===== src/rtl/operand_load_ctrl_pkg.sv =====
// Shared definitions for the operand load controller: FSM encoding and default geometry.
package operand_load_ctrl_pkg;

    localparam int unsigned DEF_DATA_W      = 8;
    localparam int unsigned DEF_DEPTH       = 16;
    localparam int unsigned DEF_RUN_TIMEOUT = 64;

    typedef enum logic [1:0] {
        ST_IDLE = 2'd0,
        ST_LOAD = 2'd1,
        ST_KICK = 2'd2,
        ST_RUN  = 2'd3
    } state_t;

endpackage


===== src/rtl/operand_load_ctrl_sat.sv =====
// Saturating up-counter with synchronous clear; holds at MAX instead of wrapping.
module sat_counter #(
    parameter int unsigned WIDTH = 4,
    parameter int unsigned MAX   = (1 << WIDTH) - 1
) (
    input  logic             clk,
    input  logic             rst_n,
    input  logic             clr,
    input  logic             inc,
    output logic [WIDTH-1:0] count
);

    always_ff @(posedge clk) begin
        if (!rst_n) begin
            count <= '0;
        end else if (clr) begin
            count <= '0;
        end else if (inc && (count < WIDTH'(MAX))) begin
            count <= count + WIDTH'(1);
        end
    end

endmodule


===== src/rtl/operand_load_ctrl.sv =====
// Accepts a load command, streams operand words into the buffer, then kicks the
// valid pipeline and holds load_ready until the pipeline has run (or timed out).
module operand_load_ctrl
    import operand_load_ctrl_pkg::*;
#(
    parameter  int unsigned DATA_W      = DEF_DATA_W,
    parameter  int unsigned DEPTH       = DEF_DEPTH,
    parameter  int unsigned RUN_TIMEOUT = DEF_RUN_TIMEOUT,
    localparam int unsigned ADDR_W      = $clog2(DEPTH)
) (
    input  logic              clk,
    input  logic              rst_n,
    input  logic              cmd_valid,
    input  logic [ADDR_W:0]   cmd_len,
    output logic              cmd_ready,
    input  logic              in_valid,
    input  logic [DATA_W-1:0] in_data,
    output logic              in_ready,
    output logic              wr_en,
    output logic [ADDR_W-1:0] wr_addr,
    output logic [DATA_W-1:0] wr_data,
    output logic              start,
    output logic              load_ready,
    input  logic              pipe_busy,
    output logic              err
);

    localparam int unsigned CNT_W = ADDR_W + 1;
    localparam int unsigned TMO_W = $clog2(RUN_TIMEOUT + 1);

    state_t            state, state_n;
    logic [CNT_W-1:0]  len, len_n;
    logic              seen_busy, seen_busy_n;
    logic              cmd_ready_n, in_ready_n, wr_en_n, start_n, load_ready_n, err_n;
    logic [ADDR_W-1:0] wr_addr_n;
    logic [DATA_W-1:0] wr_data_n;
    logic [CNT_W-1:0]  word_cnt;
    logic [TMO_W-1:0]  tmo_cnt;
    logic              word_clr, word_inc, tmo_clr, tmo_inc;
    logic              cmd_fire, in_fire, len_legal;

    assign cmd_fire  = cmd_valid && cmd_ready;
    assign in_fire   = in_valid && in_ready;
    assign len_legal = (cmd_len != '0) && (cmd_len <= CNT_W'(DEPTH));

    sat_counter #(.WIDTH(CNT_W), .MAX(DEPTH)) u_word_cnt (
        .clk   (clk),
        .rst_n (rst_n),
        .clr   (word_clr),
        .inc   (word_inc),
        .count (word_cnt)
    );

    sat_counter #(.WIDTH(TMO_W), .MAX(RUN_TIMEOUT)) u_tmo_cnt (
        .clk   (clk),
        .rst_n (rst_n),
        .clr   (tmo_clr),
        .inc   (tmo_inc),
        .count (tmo_cnt)
    );

    // State and registered outputs
    always_ff @(posedge clk) begin
        if (!rst_n) begin
            state      <= ST_IDLE;
            len        <= '0;
            seen_busy  <= 1'b0;
            cmd_ready  <= 1'b0;
            in_ready   <= 1'b0;
            wr_en      <= 1'b0;
            wr_addr    <= '0;
            wr_data    <= '0;
            start      <= 1'b0;
            load_ready <= 1'b0;
            err        <= 1'b0;
        end else begin
            state      <= state_n;
            len        <= len_n;
            seen_busy  <= seen_busy_n;
            cmd_ready  <= cmd_ready_n;
            in_ready   <= in_ready_n;
            wr_en      <= wr_en_n;
            wr_addr    <= wr_addr_n;
            wr_data    <= wr_data_n;
            start      <= start_n;
            load_ready <= load_ready_n;
            err        <= err_n;
        end
    end

    // Next state and next output values
    always_comb begin
        state_n      = state;
        len_n        = len;
        seen_busy_n  = seen_busy;
        cmd_ready_n  = 1'b0;
        in_ready_n   = 1'b0;
        wr_en_n      = 1'b0;
        wr_addr_n    = wr_addr;
        wr_data_n    = wr_data;
        start_n      = 1'b0;
        load_ready_n = 1'b0;
        err_n        = 1'b0;
        word_clr     = 1'b0;
        word_inc     = 1'b0;
        tmo_clr      = 1'b0;
        tmo_inc      = 1'b0;

        case (state)
            ST_IDLE: begin
                cmd_ready_n = 1'b1;
                word_clr    = 1'b1;
                tmo_clr     = 1'b1;
                seen_busy_n = 1'b0;
                if (cmd_fire) begin
                    if (len_legal) begin
                        len_n       = cmd_len;
                        cmd_ready_n = 1'b0;
                        in_ready_n  = 1'b1;
                        state_n     = ST_LOAD;
                    end else begin
                        err_n = 1'b1;
                    end
                end
            end
            ST_LOAD: begin
                in_ready_n = 1'b1;
                if (in_fire) begin
                    wr_en_n   = 1'b1;
                    wr_addr_n = ADDR_W'(word_cnt);
                    wr_data_n = in_data;
                    word_inc  = 1'b1;
                    // Last word: close the input this very edge so nothing extra slips in
                    if (word_cnt == (len - CNT_W'(1))) begin
                        in_ready_n = 1'b0;
                        state_n    = ST_KICK;
                    end
                end
            end
            ST_KICK: begin
                start_n      = 1'b1;
                load_ready_n = 1'b1;
                tmo_inc      = 1'b1;
                state_n      = ST_RUN;
            end
            ST_RUN: begin
                load_ready_n = 1'b1;
                if (seen_busy) begin
                    if (!pipe_busy) begin
                        load_ready_n = 1'b0;
                        cmd_ready_n  = 1'b1;
                        state_n      = ST_IDLE;
                    end
                end else if (pipe_busy) begin
                    seen_busy_n = 1'b1;
                end else if (tmo_cnt >= TMO_W'(RUN_TIMEOUT - 1)) begin
                    err_n        = 1'b1;
                    load_ready_n = 1'b0;
                    cmd_ready_n  = 1'b1;
                    state_n      = ST_IDLE;
                end else begin
                    tmo_inc = 1'b1;
                end
            end
            default: state_n = ST_IDLE;
        endcase
    end

endmodule


===== config.mk =====
export PLATFORM = sky130hd
export DESIGN_NAME = operand_load_ctrl
export DESIGN_NICKNAME = d
export VERILOG_FILES = /design/src/rtl/operand_load_ctrl_pkg.sv /design/src/rtl/operand_load_ctrl_sat.sv /design/src/rtl/operand_load_ctrl.sv
export SDC_FILE = /design/constraint.sdc
export NUM_CORES = 1
export LEC_CHECK = 0
export ABC_AREA = 1
export ABC_CLOCK_PERIOD_IN_PS = 2200
export CORE_MARGIN = 4
export CORE_UTILIZATION = 51
export DETAILED_ROUTE_END_ITERATION = 8
export GPL_TIMING_DRIVEN = 0
export HOLD_SLACK_MARGIN = 0.02
export PLACE_DENSITY = 0.8
export SYNTH_ARGS = -nofsm -noshare
export SYNTH_HDL_FRONTEND = slang
export SYNTH_HIERARCHICAL = 1
export SYNTH_SLANG_ARGS = --single-unit

===== constraint.sdc =====
create_clock -name clk -period 2.2 [get_ports clk]
set_clock_uncertainty 0.15 [all_clocks]
set_input_delay 0.44 -clock clk [delete_from_list [all_inputs] [get_ports clk]]
set_output_delay 0.44 -clock clk [all_outputs]
set_load 0.01 [all_outputs]

# == Word-level counts from Yosys, hierarchy flattened ==
# Cells that the tools add are included.
# totals
regBits,38
input_bits,18
out_inout_bits,18
elab_cells,81
# classes
n_addsub,3
order_cmp,4
n_eq_ne,10
n_mux,38
bitwise,1
reduce_logical,12
# ops
operator,count
$mux 1,23
$mux 2,8
$pmux 1 s2,6
$ne 2x2->1 const B,5
$pmux 2 s4,1
$add 7x1->7 const B,1
$ge 7x6->1 const B,1
$lt 7x7->1 const B,1
$reduce_and 6->1,1
$add 5x1->5 const B,1
$eq 5x5->1,1
$le 5x5->1 const B,1
$logic_and 1x1->1,5
$lt 5x5->1 const B,1
$reduce_bool 5->1,1
$sub 5x1->5 const B,1
$eq 2x2->1 const B,2
$ne 3x3->1 const B,1
$reduce_and 3->1,1
$eq 2x1->1 const B,1
$logic_not 2->1,1
$reduce_and 2->1,1
$reduce_bool 2->1,1
$reduce_or 2->1,1
$not 1->1,1

# == Depth between registers and ports, before layout ==
# Gate-level depths: netlist of the first run.
# logic_depth
depth_word,6
ltp_mapped,12
ltp_nobuf,12

# == Cells and area by module ==
# Netlist of the first run, hierarchy kept.
# modules_own_cells
mod,instances,cells_each,area_per_inst_um2,seq_area_each_um2
operand_load_ctrl,1,194,1312.5,520.5
sat_counter (u_tmo_cnt),1,46,329.1,140.1
sat_counter (u_word_cnt),1,34,245.2,100.1

# == Worst setup path before layout of the first run ==
# OpenSTA, ideal clock, no wires.
# synth_timing
kind,reg2reg
startpoint,register state[0]
endpoint,register u_tmo_cnt.count[4]
setup_ns,0.113
arrival_ns,1.435
required_ns,1.937
slack_ns,0.502
stages_incl_launch_ff,11
path_buffers,0
synth_period_minus_slack_ns,1.698
path_cell_list,dfxtp_1 > ha_1 > nand3_1 > o21ai_0 > inv_2 > nor2_4 > nand2_2 > nor2_2 > nand2_1 > nand2_1 > nor2_1
# synth_between
elab_chain_len,3
word_cells_on_any_way,7
classes_between,eq/ne (2); mux (2); reduce/logical (3)
# synth_rtl
element,line,source
"start, declared",operand_load_ctrl.sv:31,"state_t state, state_n;"
"start signal, assigned",operand_load_ctrl.sv:77,state <= state_n;
$eq 2x2->1,operand_load_ctrl.sv:109,case (state)
$pmux 1 s2 *,operand_load_ctrl.sv:109,
named net tmo_inc,operand_load_ctrl.sv:39,"logic word_clr, word_inc, tmo_clr, tmo_inc;"
$logic_and 1x1->1 *,operand_load_ctrl_sat.sv:18,end else if (inc && (count < WIDTH'(MAX))) begin
"end signal, assigned",operand_load_ctrl_sat.sv:19,count <= count + WIDTH'(1);
"end, declared",operand_load_ctrl_sat.sv:10,output logic [WIDTH-1:0] count
# The timed path passes the listed nets; every way through them passes the cells marked *.
# A chain may end at the register's enable or synchronous reset.

# == Worst setup path after layout of the first run ==
# layout_timing
startpoint,input pipe_busy
endpoint,register u_tmo_cnt.count[4]
# layout_between
elab_chain_len,4
# layout_rtl
element,line,source
"start, declared",operand_load_ctrl.sv:24,"input logic pipe_busy,"
$mux 1,operand_load_ctrl.sv:154,end else if (pipe_busy) begin
$mux 1,operand_load_ctrl.sv:148,if (seen_busy) begin
$pmux 1 s2,operand_load_ctrl.sv:109,
named net tmo_inc,operand_load_ctrl.sv:39,
$logic_and 1x1->1,operand_load_ctrl_sat.sv:18,
# The timed path passes the listed nets, and every way through them passes these cells.

==> impl_summary.md, run 1 <==
Job
Max-cap violations in this run came to 0.

Yosys
The share of synthesized area in the top cell type comes to 0.4032. The register bit count reported by yosys is 38. After synthesis, the mean cell area works out to slightly below 7 um2.

The net count of the mapped netlist is 299. After synthesis, the cell types taking the most area are sky130_fd_sc_hd__dfxtp_1 40%, sky130_fd_sc_hd__nand2_1 14%, sky130_fd_sc_hd__inv_1 8.4%. The total standard cell area after synthesis is ~1900 um2.

The number of instances in the synthesized netlist is 274. Synthesis instantiated 26 different standard cells from the library. The post-synthesis cell type with the largest combined area is sky130_fd_sc_hd__dfxtp_1. The synthesis warning total is 6.

The share of the yosys chip area belonging to registers is 0.4032.

Final layout
Compared with the post-synthesis result, the final layout area differs by 26.46%. Registers take 760.7 um2. The area of combinational cells with multiple inputs is 913.4 um2. The library cells used most frequently in the layout, excluding fill and tap cells, are 70 x sky130_fd_sc_hd__nand2_1, 42 x sky130_fd_sc_hd__inv_1, 38 x sky130_fd_sc_hd__dfxtp_1, 35 x sky130_fd_sc_hd__clkdlybuf4s50_1, 32 x sky130_fd_sc_hd__nor2_1. The final instance count without filler cells is 363.

0 antenna diodes ended up in the layout. The final layout contains 341 nets. In the final layout, the share of cells above drive strength 1 is 0.09464. The filler cells instantiated in the layout total 294. Leaving out fill and tap cells, the most frequent cell in the layout is sky130_fd_sc_hd__nand2_1.

Setup path
The highest net fanout along the worst path is 4. The data required time at the worst endpoint is 2230 ps. The type of the setup path with the least slack is in -> reg. The startpoint identified for the worst register-to-register timing path is u_tmo_cnt/count[5]. Data arrives at the worst endpoint at 1990 ps.

STA classifies the critical path startpoint as an input port. The register-to-register path setup slack is 240 ps. The number of cells on the worst reg-to-reg path is 12. The worst setup path is captured at a flop. The reg-to-reg endpoint is u_tmo_cnt/count[4].

CTS
The cell chosen for the clock root is sky130_fd_sc_hd__clkbuf_8. After clock tree synthesis, the setup repair step added 0 buffers. The number of instances resized during post-cts repair is 0.

TritonCTS created 5 clock buffers. The number of hold buffers added after CTS is 0. At the later pin of the worst-skew pair, clock insertion delay measures 290 ps. The clock slew at the register clock pins of the worst setup and hold paths is 70 ps. The number of sinks driven by the clock tree is 38. The clock tree from TritonCTS is yes.

The maximum number of buffers from clock root to sink is 2. The H-tree generated during clock tree synthesis spans 2 levels.

Routing
For this run, design rule violations remaining after detail routing come to 0. In the final routed layout, each cell accounts on average for 10.28 um. Dividing the detail-routed via count by the number of cells gives approximately 4.7. The detail route stage leaves a number of antenna-violating nets equal to 0. For this run, the detailed router's first-pass iteration total came to 4. The detailed router placed roughly 1700 vias in this run. In this run, the number of DRC markers left after iteration 0 of detailed routing was 117. The routed wire length is 3.732 mm.

Floorplan
The starting utilization of the core area is 0.5482. In this run the standard cell core region covers ~3400 um2. The I/O pin count is 36. The die height is 68.83 um. The standard-cell row count is 21. The area of the die is 4737 um2. The die is roughly 69 um wide.

Place
In this run the tool buffered the top-level ports with 35 buffer cells. The global placer's final weighted congestion is 0.8543. The HPWL after detailed placement is approximately 2.9 mm. Once placement completed, the tool counted placed cells totaling about 360.

Min path
The hold-critical path depth is 2. In this run the most critical hold path is launched from wr_data[2]. The path class of the tightest hold or removal check is reg -> reg. The path with the worst hold slack has its endpoint at wr_data[2].

Timing
The tightest slew margin relative to the limit is 0.7169. The pin slew with the least headroom to its limit is 424.7 ps. Setup repair after global routing left no endpoint under its margin. For this run, the top clock speed supported by timing is 509.5 MHz.

The number of max-slew violations in the final report is 0. The final-report hold violation count is 0. Setup total negative slack on the finished layout was measured at 0 ps. The final critical-path share of the clock period is 0.8921. The number of setup violations in the final report is 0. The clock period could shrink to 1963 ps.

Power
The worst vdd rail ir drop is 572.0 uV. The leakage power total is 1.014 nW. Dividing total power by cell area gives a power density of 748.5 nW/um2. The overall power after layout is approximately 1.8 mW.

GRT
The first global-routing pass estimated between 6 and 7 mm of wire. The pin count of the biggest net entering global routing is 12. After global routing the overflow that remains totals 0. The via count of the first global-routing pass is 1559.

The number of antenna violations at the first check in global routing is 0. The combined global-route utilization of all metal layers is 0.1754.

Run status
The run finished with clean final reports.
how the worst max path moves through the flow:
stage | cells after the start | end | startpoint | slack, ps
2_1_floorplan | 10 | u_tmo_cnt/count[4] | state[0] | 500
3_3_place_gp | 11 | u_word_cnt/count[3] | in_valid | 2
3_5_place_dp | 11 | u_tmo_cnt/count[4] | pipe_busy | -50
4_1_cts | 12 | u_tmo_cnt/count[4] | u_tmo_cnt/count[3] | 250
5_1_grt | 12 | u_tmo_cnt/count[4] | u_tmo_cnt/count[4] | 90
6_report | 11 | u_tmo_cnt/count[4] | pipe_busy | 240
cells by family (layout without fill, tap and decap cells):
group	Yosys count	after routing	synth area share
DFF	38	38	0.4032
buffers and inverters	51	94	0.1127
and+or+nand+nor	131	131	0.3011
AOI/OAI and AO/OA	46	46	0.1320
adders and majority gates	7	7	0.04642
xor gates and xnor gates	1	1	0.004643
cell usage after synthesis, drive strengths merged:
master,instances
a21oi,26
a31oi,3
and2,1
buf,4
clkbuf,1
dfxtp,38
ha,7
inv,46
nand2,74
nand3,14
nand4,3
nor2,38
nor3,1
o211ai,1
o21ai,15
o22ai,1
xor2,1
area by class of cell:
class,count,share of cell area
plain buffers,5,0.01678
clock buffers,7,0.03618
clock inverters,1,0.002098
inverters,46,0.07237
multi-input cells,185,0.3828
flip-flops and latches,38,0.3188
well taps,46,0.02412
repair buffers,35,0.1468
worst max-delay path, stage by stage:
cell and delay (ps):
sky130_fd_sc_hd__clkdlybuf4s50_1 440, sky130_fd_sc_hd__inv_1 80, sky130_fd_sc_hd__nand3_1 100, sky130_fd_sc_hd__o21ai_0 360
sky130_fd_sc_hd__inv_2 100, sky130_fd_sc_hd__nor2_4 140, sky130_fd_sc_hd__nand2_2 80, sky130_fd_sc_hd__nor2_2 100
sky130_fd_sc_hd__nand2_1 60, sky130_fd_sc_hd__nand2_1 50, sky130_fd_sc_hd__nor2_1 30
metrics by stage:
| step | util | hold slack (ps) | worst slack [ps] | instance area, um2 |
|---|---|---|---|---|
| finish | 0.6932 | 316.3 | 237.4 | 2386 |
| global route | 0.6932 | 336.0 | 91.26 | 2386 |
| CTS | 0.6932 | 317.4 | 245.5 | 2386 |
| detailed placement | 0.6667 | 306.3 | -47.72 | 2295 |
| global placement | 0.6667 | 301.7 | 1.848 | 2295 |
| floorplan | - | 293.1 | 502.2 | 1887 |
flip-flops by register name, indices dropped and copies added, names as in the netlist:
| name | cells |
|---|---|
| wr_en | 1 |
| cmd_ready | 1 |
| load_ready | 1 |
| u_tmo_cnt/count | 7 |
| u_word_cnt/count | 5 |
| state | 2 |
| wr_addr | 4 |
| err | 1 |
| seen_busy | 1 |
| len | 5 |
| in_ready | 1 |
| start | 1 |
| wr_data | 8 |
per-layer routing:
layer | share of wire | track usage
met2 | 0.48 | 0.3135
met4 | 0.011 | 0.05109
met5 | 0 | 0
met3 | 0.052 | 0.03566
met1 | 0.45 | 0.2110
power breakdown:
part / leakage (nW) / internal [mW] / total [mW] / switching (mW)
clock: 0.0482 / 0.253 / 0.484 / 0.231
combinational: 0.658 / 0.220 / 0.509 / 0.290
sequential: 0.307 / 0.750 / 0.793 / 0.0427
total: 1.01 / 1.22 / 1.79 / 0.563
Power figures use the tool's default switching activity.
==> run 2: changes to the inputs <==
Settings changed: CTS_CLUSTER_DIAMETER set to 120.
==> results of run 2 <==
No change in the layout: final DEF, timing and power equal those of run 1.
